<file path="config.mk">
export PLATFORM = sky130hd
export DESIGN_NAME = matmul_seq
export DESIGN_NICKNAME = d
export VERILOG_FILES = /design/src/rtl/matmul_seq.sv
export SDC_FILE = /design/constraint.sdc
export NUM_CORES = 1
export LEC_CHECK = 0
export ABC_AREA = 1
export BUFFER_PORTS_ARGS = -buffer_cell sky130_fd_sc_hd__buf_2
export CAP_MARGIN = 5
export CORE_MARGIN = 1.5
export CORE_UTILIZATION = 35
export CTS_CLUSTER_DIAMETER = 50
export DETAILED_ROUTE_END_ITERATION = 12
export GPL_TIMING_DRIVEN = 0
export SLEW_MARGIN = 5
export SYNTH_ARGS = -nofsm -noshare
export SYNTH_HDL_FRONTEND = slang
export SYNTH_SLANG_ARGS = --single-unit
</file>
<file path="constraint.sdc">
create_clock -name clk -period 7.1 [get_ports clk]
set_clock_uncertainty 0.05 [all_clocks]
set_input_delay 1.42 -clock clk [delete_from_list [all_inputs] [get_ports clk]]
set_output_delay 1.42 -clock clk [all_outputs]
set_load 0.005 [all_outputs]
</file>
<file path="src/rtl/matmul_seq.sv">
// Instruction sequencer emitting the MIPS-subset stream for C = A x B.
// Optional abort input enabled by defining MATMUL_SEQ_ABORT_EN.
module matmul_seq #(
  parameter int N      = 3,
  parameter int A_BASE = 0,
  parameter int B_BASE = 9,
  parameter int C_BASE = 18
) (
  input  logic        clk,
  input  logic        rst_n,
  input  logic        start,
  input  logic        instr_ready,
`ifdef MATMUL_SEQ_ABORT_EN
  input  logic        abort,
`endif
  output logic [31:0] instr,
  output logic        instr_valid,
  output logic        busy,
  output logic        done,
  output logic [3:0]  row_idx,
  output logic [3:0]  col_idx
);

  typedef enum logic [2:0] {
    S_IDLE, S_CLR, S_LDA, S_LDB,
    S_MUL, S_ACC, S_STR, S_DONE
  } state_e;

  localparam logic [3:0]  NM1 = 4'(N - 1);
  localparam logic [15:0] NW  = 16'(N);

  state_e      state_q, state_d;
  logic [3:0]  i_q, i_d;
  logic [3:0]  j_q, j_d;
  logic [3:0]  k_q, k_d;
  logic [31:0] instr_q, instr_d;
  logic        valid_q, valid_d;
  logic        done_q, done_d;
  logic        hs;

  assign hs = valid_q & instr_ready;

  function automatic logic [31:0] enc(
    input state_e     s,
    input logic [3:0] i,
    input logic [3:0] j,
    input logic [3:0] k
  );
    logic [15:0] a_adr;
    logic [15:0] b_adr;
    logic [15:0] c_adr;
    a_adr = 16'(A_BASE) + 16'(i) * NW + 16'(k);
    b_adr = 16'(B_BASE) + 16'(k) * NW + 16'(j);
    c_adr = 16'(C_BASE) + 16'(i) * NW + 16'(j);
    enc   = '0;
    case (s)
      S_CLR: enc = {6'b001000, 5'd23, 5'd19, 16'd0};
      S_LDA: enc = {6'b100011, 5'd23, 5'd16, a_adr};
      S_LDB: enc = {6'b100011, 5'd23, 5'd17, b_adr};
      S_MUL: enc = {6'b000000, 5'd16, 5'd17, 5'd18,
                    5'd0, 6'b011000};
      S_ACC: enc = {6'b000000, 5'd18, 5'd19, 5'd19,
                    5'd0, 6'b100000};
      S_STR: enc = {6'b101011, 5'd23, 5'd19, c_adr};
      default: enc = '0;
    endcase
  endfunction

  always_comb begin
    state_d = state_q;
    i_d     = i_q;
    j_d     = j_q;
    k_d     = k_q;
    done_d  = 1'b0;
    case (state_q)
      S_IDLE, S_DONE: begin
        state_d = S_IDLE;
        if (start) begin
          state_d = S_CLR;
          i_d     = '0;
          j_d     = '0;
          k_d     = '0;
        end
      end
      S_CLR: if (hs) begin
        state_d = S_LDA;
        k_d     = '0;
      end
      S_LDA: if (hs) state_d = S_LDB;
      S_LDB: if (hs) state_d = S_MUL;
      S_MUL: if (hs) state_d = S_ACC;
      S_ACC: if (hs) begin
        if (k_q == NM1) begin
          state_d = S_STR;
        end else begin
          state_d = S_LDA;
          k_d     = k_q + 4'd1;
        end
      end
      S_STR: if (hs) begin
        state_d = S_CLR;
        if (j_q == NM1) begin
          j_d = '0;
          if (i_q == NM1) begin
            state_d = S_DONE;
            done_d  = 1'b1;
            i_d     = '0;
          end else begin
            i_d = i_q + 4'd1;
          end
        end else begin
          j_d = j_q + 4'd1;
        end
      end
      default: state_d = S_IDLE;
    endcase
`ifdef MATMUL_SEQ_ABORT_EN
    // Abort wins over a handshake in the same cycle.
    if (abort && valid_q) begin
      state_d = S_IDLE;
      done_d  = 1'b0;
    end
`endif
    valid_d = (state_d != S_IDLE) && (state_d != S_DONE);
    instr_d = enc(state_d, i_d, j_d, k_d);
  end

  always_ff @(posedge clk or negedge rst_n) begin
    if (!rst_n) begin
      state_q <= S_IDLE;
      i_q     <= '0;
      j_q     <= '0;
      k_q     <= '0;
      instr_q <= '0;
      valid_q <= 1'b0;
      done_q  <= 1'b0;
    end else begin
      state_q <= state_d;
      i_q     <= i_d;
      j_q     <= j_d;
      k_q     <= k_d;
      instr_q <= instr_d;
      valid_q <= valid_d;
      done_q  <= done_d;
    end
  end

  assign instr       = instr_q;
  assign instr_valid = valid_q;
  assign busy        = valid_q;
  assign done        = done_q;
  assign row_idx     = i_q;
  assign col_idx     = j_q;

endmodule

</file>
Word level (Yosys, flattened, before mapping) --
Index checks and enable logic that the tools add are counted.
Storage, ports and cells: register bits after elaboration 49, input bits 4, output and inout port bits 43, logic and storage cells 69
Cells by class: add/subtract/negate cells 8, multipliers 2, eq/ne operators 17, mux-type cells 30, bitwise logic cells 1, reduce and logical (&&, ||, !) cells 4
Operator list (number):
- case mux 32 bit (6 select lines) | 1
- 2-to-1 mux 4 bit | 11
- 2-to-1 mux 3 bit | 9
- == test 3 bit (second input constant) | 7
- case mux 3 bit (7 select lines) | 1
- adder 7 x 4 -> 8 bit | 2
- case mux 4 bit (2 select lines) | 2
- adder 4 x 1 -> 4 bit (second input constant) | 3
- == test 3 x 2 -> 1 bit (second input constant) | 4
- == test 4 x 2 -> 1 bit (second input constant) | 3
- multiplier 4 x 2 -> 6 bit (second input constant) | 2
- case mux 4 bit (3 select lines) | 1
- adder 4 x 6 -> 7 bit (first input constant) | 1
- adder 5 x 6 -> 7 bit (first input constant) | 1
- adder 6 x 4 -> 7 bit | 1
- == test 3 x 1 -> 1 bit (second input constant) | 2
- 2-to-1 mux 1 bit | 5
- logical NOT 3 bit | 1
- inequality test 3 bit (second input constant) | 1
- nonzero test 3 bit | 1
- OR reduction 2 bit | 1
- AND 1 bit | 1
- logical AND 1 bit | 1

Logic depth before layout (Yosys ltp) --
depth in word-level cells 9, depth in mapped cells 24, mapped depth without buffers 23

Worst setup path before layout --
No wires, ideal clock.
path type input to register, from input port instr_ready, to register instr_q[5] (netlist: instr[5]), setup time 117 ps, data arrival time 4236 ps, data required time 6933 ps, setup slack 2696 ps, cell stages on the path 17, path buffers 1, cell sequence nand2_1 -> buf_4 -> nor2_1 -> nand2_1 -> o32ai_1 -> o21bai_1 -> ha_1 -> fa_1 -> ha_1 -> inv_1 -> fa_1 -> o21ai_0 -> xor2_1 -> nand4_1 -> nand2_1 -> nor2_1 -> nand2_1
Between the ends: word-level cells in the longest chain between the ends 7, elaborated cells between the ends (all ways) 29, classes of those cells add/sub: 5; mul: 2; eq/ne: 6; mux: 15; bitwise: 1
Ends and longest elaborated chain:
- start, declared | RTL line 12 | input logic instr_ready,
- AND 1 bit * | RTL line 41 | assign hs = valid_q & instr_ready;
- 2-to-1 mux 4 bit * | RTL line 100 | S_STR: if (hs) begin
- case mux 4 bit (2 select lines) * | RTL line 75 | case (state_q)
- via i_d[1] | RTL line 33 | logic [3:0] i_q, i_d;
- multiplier 4 x 2 -> 6 bit * | RTL line 52, 54
- adder 5 x 6 -> 7 bit | RTL line 54 | c_adr = 16'(C_BASE) + 16'(i) * NW + 16'(j);
- adder 7 x 4 -> 8 bit | RTL line 54
- case mux 32 bit (6 select lines) * | RTL line 56 | case (s)
- via instr_d[5] | RTL line 36 | logic [31:0] instr_q, instr_d;
- end signal, assigned | RTL line 142 | instr_q <= instr_d;
- end, declared | RTL line 36
The timed path passes the listed nets; every way through them passes the cells marked *.

Worst setup path in the final report --
Ends and elaborated chain as after synthesis.

==> metrics.csv <==
metric;value;unit
netlist.area_leader.share;30.0;%
post_cts_resized;0;
fin_setup_tns;0;ns
grt_pass1_wl;10700;um
crit_family;adder cells;
status;finished, final reports clean;
slowest_stage;fa_1;
cts_max_path_buffers;2;
final_common_cell;nand2_1;
async_flop_share;100;%
synth_ff_type;dfrtp_1;
firstDrtPassIters;4;
dr_wl_met3;287;um
n_antenna_cell;0;
synth_top_area_cell;dfrtp_1;
synth_seq_cells;33;
gp_congestion;0.858;
drive_above_1_share;19.6;%
wl_met2;2840;um
critPathArrivalTime;4.93;ns
crit_chain;buf_2 > nand2_1 > clkinv_1 > nand4_1 > nand3_1 > a31oi_1 > fa_1 > ha_1 > inv_1 > fa_1 > o21ai_0 > xor2_1 > nand4_1 > nand2_1 > nor2_1 > nand2_1;
grt_pass1_vias;2298;
port_buffers;35;
antenna_found_initial;0;
wl;6200;um
start_util;35.8;%
vias;2363;
placed_area;0.00309;mm^2
hpwl;5020;um
synth.area.top_cells;dfrtp_1 (30%), ha_1 (14%), nand2_1 (10%), inv_1 (7.6%), buf_4 (5.5%);
finalHoldViolCount;0;
drc;0;
final_cell_mix;nand2_1 (73), inv_1 (56), buf_2 (35), dfrtp_1 (33), ha_1 (30);
p_leak;1.80;nW
netlist_instances;355;
ios;47;
coreArea;0.00769;mm^2
die_h;91.7;um
overflow;0;
area_growth;15.5;%
cpMostUsedCell;nand2_1;
crit_path_start_kind;input port;
grt_max_degree;34;
timing.final.crit_period;4.75;ns
rsz0062_at_grt;no;
yosysUniqueCellTypes;42;
fp.dieW;91.7;um
top_layer_used;met4;
min_period_over_period;66.9;%
clkTransAtPathRegs;0.07;ns
cts_buffers;5;
die_area;0.00841;mm^2
slew_headroom;48.1;%
hold_class;flop to flop;
clk_latency;0.30;ns
clockRootBuffer;clkbuf_8;
ys_warn_count;0;
drt-met1-wl;2930;um
wl_per_cell;12.2;um
end_kind;flop;
ctsHtreeMaxLevel;2;
cp.required;7.28;ns
vias_per_cell;4.63;
critPathMaxStageDelay;0.57;ns
final_area;0.00318;mm^2
max_freq;211;MHz
final_antenna_net_count;0;
slew_violations;0;
path_max_fanout;10;
crit_type;input port to flop;
rows;32;
synth_edf_count;0;
peakVddDrop;0.000114;V
worst_pin_slew;0.778;ns
synth_area;0.00275;mm^2
post_cts_buffers;0;
path_buf_inv;3;
ys_seq_area_share;30.0;%
fin_nets;448;
cts_tree;done;
postCtsHoldBufs;0;
finalSetupViolCount;0;
grtUsageTotal;16.2;%
clock_sinks;33;
powerDensity;298;mW/mm^2
drtIter0Drc;147;
utilization;41.4;%
maxCapViolations;0;
syn_avg_cell_area;7.76;um^2
==> registers in the layout, indices dropped and copies added, names as in the netlist <==
| signal | count |
|---|---|
| row_idx | 4 |
| done | 1 |
| busy | 1 |
| instr | 16 |
| col_idx | 4 |
| state_q | 3 |
| k_q | 4 |
==> kinds of logic after synthesis <==
family / count (synthesis) / synth area share [%]
AO/OA/AOI/OAI: 42 / 9.22
buffers and inverters: 83 / 14.5
other: 1 / 0.136
XOR/XNOR: 7 / 2.23
AND/OR/NAND/NOR: 152 / 25.2
adder cells (fa/ha/maj): 37 / 18.7
flip-flops: 33 / 30.0
==> stage by stage <==
stage | instances | power, mW | setup WS, ns | hold WS [ns]
6_report | 510 | 0.949 | 2.35 | 0.626
5_1_grt | 510 | 1.04 | 1.92 | 0.673
4_1_cts | 510 | 0.960 | 2.32 | 0.632
3_5_place_dp | 502 | 0.811 | 2.04 | 0.608
3_3_place_gp | 502 | 0.805 | 2.03 | 0.603
2_1_floorplan | 365 | 0.655 | 2.70 | 0.515
==> cells in the mapped netlist, drive strengths merged (4+ instances only) <==
cell,number
ha,30
xor2,5
buf,21
inv,61
fa,7
nand3,32
or2,4
nor2,29
dfrtp,33
a21oi,16
nand4,7
o21ai,15
nand2,74
==> area by class of cell <==
cell class,count,area (um^2)
Buffer,21,161
Clock buffer,5,68.8
Clock inverter,3,17.5
Fill cell,797,4510
Inverter,62,238
Multi-Input combinational cell,249,1570
Sequential cell,33,826
Tap cell,102,128
Timing Repair Buffer,35,175
==> metal layers <==
metal | up-vias | track usage [%]
met3 | 12 | 3.90
met5 | - | 0
met4 | 0 | 5.64
met2 | 56 | 26.5
li1 | 1217 | -
met1 | 1078 | 21.0
==> final timing paths <==
kind,from,end,depth (start not counted),slack [ns]
min reg2reg,k_q[3]$_DFF_PN0_,k_q[3]$_DFF_PN0_,2,0.63
max reg2reg,state_q[1]$_DFF_PN0_,instr[5]$_DFF_PN0_,23,2.97
max in group asynchronous,rst_n,col_idx[0]$_DFF_PN0_,1,5.35
min in group asynchronous,rst_n,row_idx[2]$_DFF_PN0_,1,1.15
min,k_q[3]$_DFF_PN0_,k_q[3]$_DFF_PN0_,2,0.63
max,instr_ready,instr[5]$_DFF_PN0_,16,2.35
==> tightest hold or removal path, delay by kind of cell, from the launching register on <==
kind	cells	cell delay, ns
flip-flops	1	0.39
AND/OR/NAND/NOR	2	0.23
==> power by group <==
group / switching [mW] / internal (mW) / total (mW)
logic: 0.340 / 0.196 / 0.537
clock network: 0.0776 / 0.0678 / 0.145
registers: 0.0243 / 0.243 / 0.267
total: 0.442 / 0.507 / 0.949
Note: power is estimated with default switching activity, not from simulation.
